## src/rtl/sys_array_pkg.sv

```systemverilog
// Shared definitions for the systolic-array tile scheduler.
//   state_t : scheduler FSM states
//   DEF_*   : default parameter values
//   sext()  : two's-complement sign extension of a w-bit value to 64 bits
package sys_array_pkg;

  typedef enum logic [2:0] {
    S_IDLE, S_FETCH, S_LOAD, S_GAP, S_START, S_WAIT, S_ACCUM, S_DONE
  } state_t;

  localparam int DEF_DATA_WIDTH = 8;
  localparam int DEF_ARRAY_W    = 5;
  localparam int DEF_ACC_WIDTH  = 24;
  localparam int DEF_LOAD_GAP   = 6;
  localparam int DEF_START_LEN  = 6;
  localparam int DEF_TIMEOUT    = 1024;

  // Mask to w bits, then flip-and-subtract the sign bit: yields the signed
  // value of the low w bits, valid for 1 <= w <= 64.
  function automatic logic [63:0] sext(input logic [63:0] v, input int unsigned w);
    logic [63:0] m;
    logic [63:0] msk;
    m   = 64'd1 << (w - 1);
    msk = (m << 1) - 64'd1;
    return ((v & msk) ^ m) - m;
  endfunction

endpackage

```

## src/rtl/sys_array_accum.sv

```systemverilog
// W x W accumulator bank. Each element adds the sign-extended array result
// element when add is high; clr zeroes the whole bank (clr wins over add).
// Sums wrap modulo 2^ACC_WIDTH.
//   clk, reset_n : clock, async active-low reset
//   clr, add     : bank clear / accumulate enables
//   in_data      : array result tile, 2*DATA_WIDTH bits per element
//   acc          : accumulated tile, ACC_WIDTH bits per element
module sys_array_accum
  import sys_array_pkg::*;
#(
  parameter int DATA_WIDTH = DEF_DATA_WIDTH,
  parameter int ARRAY_W    = DEF_ARRAY_W,
  parameter int ACC_WIDTH  = DEF_ACC_WIDTH
) (
  input  logic clk,
  input  logic reset_n,
  input  logic clr,
  input  logic add,
  input  logic [0:ARRAY_W-1][0:ARRAY_W-1][2*DATA_WIDTH-1:0] in_data,
  output logic [0:ARRAY_W-1][0:ARRAY_W-1][ACC_WIDTH-1:0]    acc
);

  for (genvar i = 0; i < ARRAY_W; i++) begin : g_row
    for (genvar j = 0; j < ARRAY_W; j++) begin : g_col
      logic [ACC_WIDTH-1:0] acc_q;

      always_ff @(posedge clk or negedge reset_n) begin
        if (!reset_n)  acc_q <= '0;
        else if (clr)  acc_q <= '0;
        else if (add)  acc_q <= acc_q + ACC_WIDTH'(sext(64'(in_data[i][j]), 2 * DATA_WIDTH));
      end

      assign acc[i][j] = acc_q;
    end
  end

endmodule

```

## src/rtl/sys_array_tile_scheduler.sv

```systemverilog
// Sequences the systolic array through a K-tiled matrix multiply: per tile it
// requests the operand tile, pulses load_params, waits a fixed gap, holds
// start_comp, waits for the array to go busy and then ready again, and adds
// the array result into a wide accumulator bank.
//   clk, reset_n          : clock, async active-low reset (aborts any job)
//   job_start/job_k_tiles : host job launch (accepted only when idle)
//   job_busy              : high whenever not idle
//   tile_req/tile_idx/tile_ack : operand tile fetch handshake
//   arr_load_params/arr_start_comp/arr_ready/arr_out_data : array control
//   res_valid/res_ack/res_data : accumulated result handshake
//   err_timeout           : sticky, array never completed; cleared by next job
module sys_array_tile_scheduler
  import sys_array_pkg::*;
#(
  parameter int DATA_WIDTH = DEF_DATA_WIDTH,
  parameter int ARRAY_W    = DEF_ARRAY_W,
  parameter int ACC_WIDTH  = DEF_ACC_WIDTH,
  parameter int LOAD_GAP   = DEF_LOAD_GAP,
  parameter int START_LEN  = DEF_START_LEN,
  parameter int TIMEOUT    = DEF_TIMEOUT
) (
  input  logic        clk,
  input  logic        reset_n,
  input  logic        job_start,
  input  logic [15:0] job_k_tiles,
  output logic        job_busy,
  output logic        tile_req,
  output logic [15:0] tile_idx,
  input  logic        tile_ack,
  output logic        arr_load_params,
  output logic        arr_start_comp,
  input  logic        arr_ready,
  input  logic [0:ARRAY_W-1][0:ARRAY_W-1][2*DATA_WIDTH-1:0] arr_out_data,
  output logic        res_valid,
  input  logic        res_ack,
  output logic [0:ARRAY_W-1][0:ARRAY_W-1][ACC_WIDTH-1:0]    res_data,
  output logic        err_timeout
);

  // One counter serves GAP, START and WAIT; sized for the largest of them.
  localparam int CW = $clog2(TIMEOUT + LOAD_GAP + START_LEN + 1) + 1;
  localparam logic [CW-1:0] GAP_LAST   = CW'(LOAD_GAP - 1);
  localparam logic [CW-1:0] START_LAST = CW'(START_LEN - 1);
  localparam logic [CW-1:0] WAIT_LAST  = CW'(TIMEOUT);

  state_t        state, state_n;
  logic [CW-1:0] cnt, cnt_n;
  logic [15:0]   k_tiles, k_n, idx_n;
  logic          busy_seen, seen_n, err_n;
  logic          acc_clr, acc_add;

  always_ff @(posedge clk or negedge reset_n) begin
    if (!reset_n) begin
      state       <= S_IDLE;
      cnt         <= '0;
      k_tiles     <= '0;
      tile_idx    <= '0;
      busy_seen   <= 1'b0;
      err_timeout <= 1'b0;
    end else begin
      state       <= state_n;
      cnt         <= cnt_n;
      k_tiles     <= k_n;
      tile_idx    <= idx_n;
      busy_seen   <= seen_n;
      err_timeout <= err_n;
    end
  end

  always_comb begin
    state_n = state;
    cnt_n   = cnt;
    k_n     = k_tiles;
    idx_n   = tile_idx;
    seen_n  = busy_seen;
    err_n   = err_timeout;
    acc_clr = 1'b0;
    acc_add = 1'b0;
    case (state)
      S_IDLE: if (job_start) begin
        k_n     = job_k_tiles;
        idx_n   = '0;
        err_n   = 1'b0;
        acc_clr = 1'b1;
        state_n = (job_k_tiles == 16'd0) ? S_DONE : S_FETCH;
      end
      S_FETCH: if (tile_ack) state_n = S_LOAD;
      S_LOAD: begin
        // Forget the previous tile's busy phase so its lingering ready
        // cannot complete this tile.
        seen_n  = 1'b0;
        cnt_n   = '0;
        state_n = S_GAP;
      end
      S_GAP: begin
        if (cnt == GAP_LAST) begin
          cnt_n   = '0;
          state_n = S_START;
        end else cnt_n = cnt + 1'b1;
      end
      S_START: begin
        if (!arr_ready) seen_n = 1'b1;
        if (cnt == START_LAST) begin
          cnt_n   = '0;
          state_n = S_WAIT;
        end else cnt_n = cnt + 1'b1;
      end
      S_WAIT: begin
        if (arr_ready && busy_seen) state_n = S_ACCUM;
        else if (cnt == WAIT_LAST) begin
          err_n   = 1'b1;
          state_n = S_IDLE;
        end else begin
          cnt_n = cnt + 1'b1;
          if (!arr_ready) seen_n = 1'b1;
        end
      end
      // The array holds arr_out_data while ready, so it is added directly.
      S_ACCUM: begin
        acc_add = 1'b1;
        if (tile_idx == k_tiles - 16'd1) state_n = S_DONE;
        else begin
          idx_n   = tile_idx + 16'd1;
          state_n = S_FETCH;
        end
      end
      S_DONE: if (res_ack) state_n = S_IDLE;
      default: state_n = S_IDLE;
    endcase
  end

  assign job_busy        = (state != S_IDLE);
  assign tile_req        = (state == S_FETCH);
  assign arr_load_params = (state == S_LOAD);
  assign arr_start_comp  = (state == S_START);
  assign res_valid       = (state == S_DONE);

  sys_array_accum #(
    .DATA_WIDTH (DATA_WIDTH),
    .ARRAY_W    (ARRAY_W),
    .ACC_WIDTH  (ACC_WIDTH)
  ) u_accum (
    .clk     (clk),
    .reset_n (reset_n),
    .clr     (acc_clr),
    .add     (acc_add),
    .in_data (arr_out_data),
    .acc     (res_data)
  );

endmodule

```

## config.mk

```make
export PLATFORM = sky130hd
export DESIGN_NAME = sys_array_tile_scheduler
export DESIGN_NICKNAME = d
export VERILOG_FILES = /design/src/rtl/sys_array_pkg.sv /design/src/rtl/sys_array_accum.sv /design/src/rtl/sys_array_tile_scheduler.sv
export SDC_FILE = /design/constraint.sdc
export NUM_CORES = 2
export LEC_CHECK = 0
export CORE_AREA = 2 2 404 406
export DETAILED_ROUTE_END_ITERATION = 8
export DIE_AREA = 0 0 406 408
export GPL_ROUTABILITY_DRIVEN = 0
export SYNTH_ARGS = -nofsm -noshare
export SYNTH_HDL_FRONTEND = slang
export SYNTH_SLANG_ARGS = --single-unit
```

## constraint.sdc

```tcl
create_clock -name clk -period 5.4 [get_ports clk]
set_input_delay 0.54 -clock clk [delete_from_list [all_inputs] [get_ports clk]]
set_output_delay 0.54 -clock clk [all_outputs]
set_load 0.03 [all_outputs]
```

==> results.py <==
metrics = {
    "global_routing": {
        "grt_pass1_vias": 47094,
        "grt_use_total_pct": 22.1,
        "grt_pass1_wl_um": 286000,
        "grt_overflow": 0,
        "grt_max_degree": 182,
        "antenna_found_initial": 26,
    },
    "synthesis": {
        "yosysSeqAreaShare_pct": 32.1,
        "synth_cell_types": 82,
        "synthArstFlopShare_pct": 100,
        "syn_inst": 5932,
        "syn_nets": 6959,
        "dominantRegCellSynth": "dfrtp_1",
        "postSynthAreaPerCell_sq_um": 8.52,
        "yosys.area.top_type": "dfrtp_1",
        "synth_top_area_share_pct": 32.1,
        "synth_warnings": 0,
        "synth_area_leaders": "dfrtp_1 32%, ha_1 14%, o21ai_0 6.6%",
        "synth_edf_count": 0,
        "syn_area_sq_um": 50600,
        "synth-seq-cells": 649,
    },
    "drt": {
        "drc_errors": 0,
        "dr.first_iter.drc_count": 2700,
        "wl_um": 189000,
        "vias": 48574,
        "ant_nets": 0,
        "dr.pass1.iters": 6,
        "viasPerCell": 5.29,
        "wl_per_cell_um": 20.6,
    },
    "cells_and_area": {
        "drive_gt1_share_pct": 3.53,
        "nets": 7956,
        "multi_input_area_sq_um": 33000,
        "syn_to_final_growth_pct": 31.8,
        "fillers": 16049,
        "final_common_cell": "clkdlybuf4s50_1",
        "layout.cells.non_filler": 9189,
        "ff_latch_area_sq_um": 16200,
        "final_cell_mix": "1042 x clkdlybuf4s50_1, 753 x nand2_1, 666 x o21ai_0",
    },
    "pwr": {
        "power.density_nw_per_um2": 569,
        "power_leakage_nw": 30.6,
        "peakVddDrop_uv": 289,
    },
    "critical_path": {
        "crit_top_cell": "a31oi_1",
        "critPathRequiredTime_ps": 5970,
        "crit_path_start_kind": "flop",
        "cpPeakStageDelay_ps": 1210,
        "reg2reg_from": "u_accum.g_row[1].g_col[4].acc_q[1]",
        "reg2regPathDepth": 11,
        "path_max_fanout": 4,
        "r2r_end": "u_accum.g_row[1].g_col[4].acc_q[23]",
        "path_cells": "ha_1, a211oi_1, o211ai_1, a21oi_1, nor3_1, a31oi_1, a31oi_1, a221oi_1, xnor2_1, o21ai_0, a22o_1",
        "path_class": "reg2reg",
        "slowest_stage": "a211oi_1",
        "crit_arrival_ps": 4560,
        "worstSetupEndpointType": "flop",
        "r2r_slack_ps": 1400,
    },
    "timing": {
        "fin_crit_ps": 4000,
        "rsz0062_at_grt": "false",
        "finalSetupViolations": 0,
        "tns_ps": 0,
        "drv_slew": 3,
        "whs_ps": 412,
        "finalCritPeriodShare_pct": 74.0,
        "relSlewSlack_pct": -0.833,
        "skew_ps": 54.5,
        "hold_viol_final": 0,
        "fmax_mhz": 250,
        "worst_pin_slew_ps": 1500,
    },
    "floorplan": {
        "rows": 148,
        "fp.dieW_um": 406,
        "start_util_pct": 31.3,
        "num_io_pins": 1044,
        "core_sq_um": 162000,
        "die-area_sq_um": 166000,
        "die_y_um": 408,
    },
    "min_path": {
        "hp-class": "in2reg",
        "min_to": "k_tiles[14]",
        "hold_depth": 3,
        "min-delay-start": "job_k_tiles[14]",
    },
    "clock_tree": {
        "cts_max_path_buffers": 3,
        "clkTransAtPathRegs_ps": 60,
        "clock_sinks": 649,
        "clockRootBuffer": "clkbuf_16",
        "cts_tree": "done",
        "insertion_delay_ps": 710,
        "ctsHtreeMaxLevel": 3,
        "cts_buffers": 90,
    },
    "outcome": {
        "status": "finished with violations",
        "violations": "capacitance limit, slew limit",
    },
    "placed_design": {
        "port-buffer-count": 1043,
        "dpl.cell_count": 9011,
        "hpwl_um": 145000,
    },
    "job": {
        "maxCapViolCount": 1,
    },
}
==> cells in the mapped netlist (all sizes together) (50+ instances only) <==
cell type and number:
clkbuf 167, a31oi 68, nor2b 106, a22o 50
nand3 112, a21o 223, inv 186, a211oi 59
or3 67, a21oi 458, nand2b 99, nand2 755
and3 57, xnor2 215, ha 580, nor3 133
o21ai 667, dfrtp 649, xor2 262, o21a 69
nor2 381, o31ai 52
==> area by class of cell <==
type	count	share of cell area (%)
multi-input cells	4919	49.5
repair buffers	1083	16.3
inverters	186	1.05
well taps	2175	4.08
diodes	14	0.0526
flip-flops and latches	649	24.4
clock buffers	135	4.07
clock inverters	28	0.590
==> where the power goes <==
part	switching (mW)	internal [mW]
clock	2.55	3.72
sequential	1.77	6.65
combinational	13.8	9.42
==> state kept, by name, summed over array words and instances, names as in the netlist <==
signal                     count
u_accum.g_row.g_col.acc_q    600
k_tiles                       16
tile_idx                      16
cnt                           12
state                          3
busy_seen                      1
err_timeout                    1
==> per-layer routing <==
layer / routed length, um / part of all wire [%] / GRT usage, %
met5: 115 / 0.061 / 0
met2: 85600 / 45 / 35.3
met1: 81200 / 43 / 27.9
met3: 13600 / 7.2 / 5.50
met4: 8890 / 4.7 / 9.94
==> critical path: cells and delay by family, from the launching register on <==
kind	cells	cell delay, ps
AOI/OAI and AO/OA	8	2860
xor gates and xnor gates	1	180
adders and majority gates	1	300
DFF	1	420
and+or+nand+nor	1	80
==> repair_timing <==
item	CTS	global route
endpoints found under the hold margin	62	0
endpoints found under the setup margin	0	0
hold buffers	1	0
buffers inserted	0	0
gates resized for setup	0	0
==> through the flow <==
stage	instance area [sq um]	utilization, %	power (mW)	setup slack, ps
2_1_floorplan	50600	-	23.4	2130
3_3_place_gp	63500	39.3	31.3	997
3_5_place_dp	63500	39.3	31.6	1100
4_1_cts	66600	41.2	38.1	1680
5_1_grt	66600	41.2	40.7	1210
6_report	66600	41.2	37.9	1400
==> cell families after synthesis <==
group,Yosys count,share of synthesized area [%]
AOI/OAI and AO/OA,1925,23.6
and+or+nand+nor,1899,17.7
DFF,649,32.1
adders and majority gates,605,15.3
xor gates and xnor gates,477,8.26
buffers and inverters,364,2.75
muxes,13,0.260
==> worst max path at each step <==
stage                                             startpoint  depth (start not counted)                                  end  slack [ps]
after global placement                     arr_out_data[241]                         12  u_accum.g_row[1].g_col[4].acc_q[23]        1000
after floorplan           u_accum.g_row[1].g_col[4].acc_q[0]                         13  u_accum.g_row[1].g_col[4].acc_q[22]        2130
after detailed placement                   arr_out_data[241]                         12  u_accum.g_row[1].g_col[4].acc_q[23]        1100
after CTS                 u_accum.g_row[1].g_col[4].acc_q[1]                         11  u_accum.g_row[1].g_col[4].acc_q[23]        1680
after global routing      u_accum.g_row[1].g_col[4].acc_q[0]                         14  u_accum.g_row[1].g_col[4].acc_q[22]        1210
final                     u_accum.g_row[1].g_col[4].acc_q[1]                         11  u_accum.g_row[1].g_col[4].acc_q[23]        1400
(Power assumes the default switching activity.)
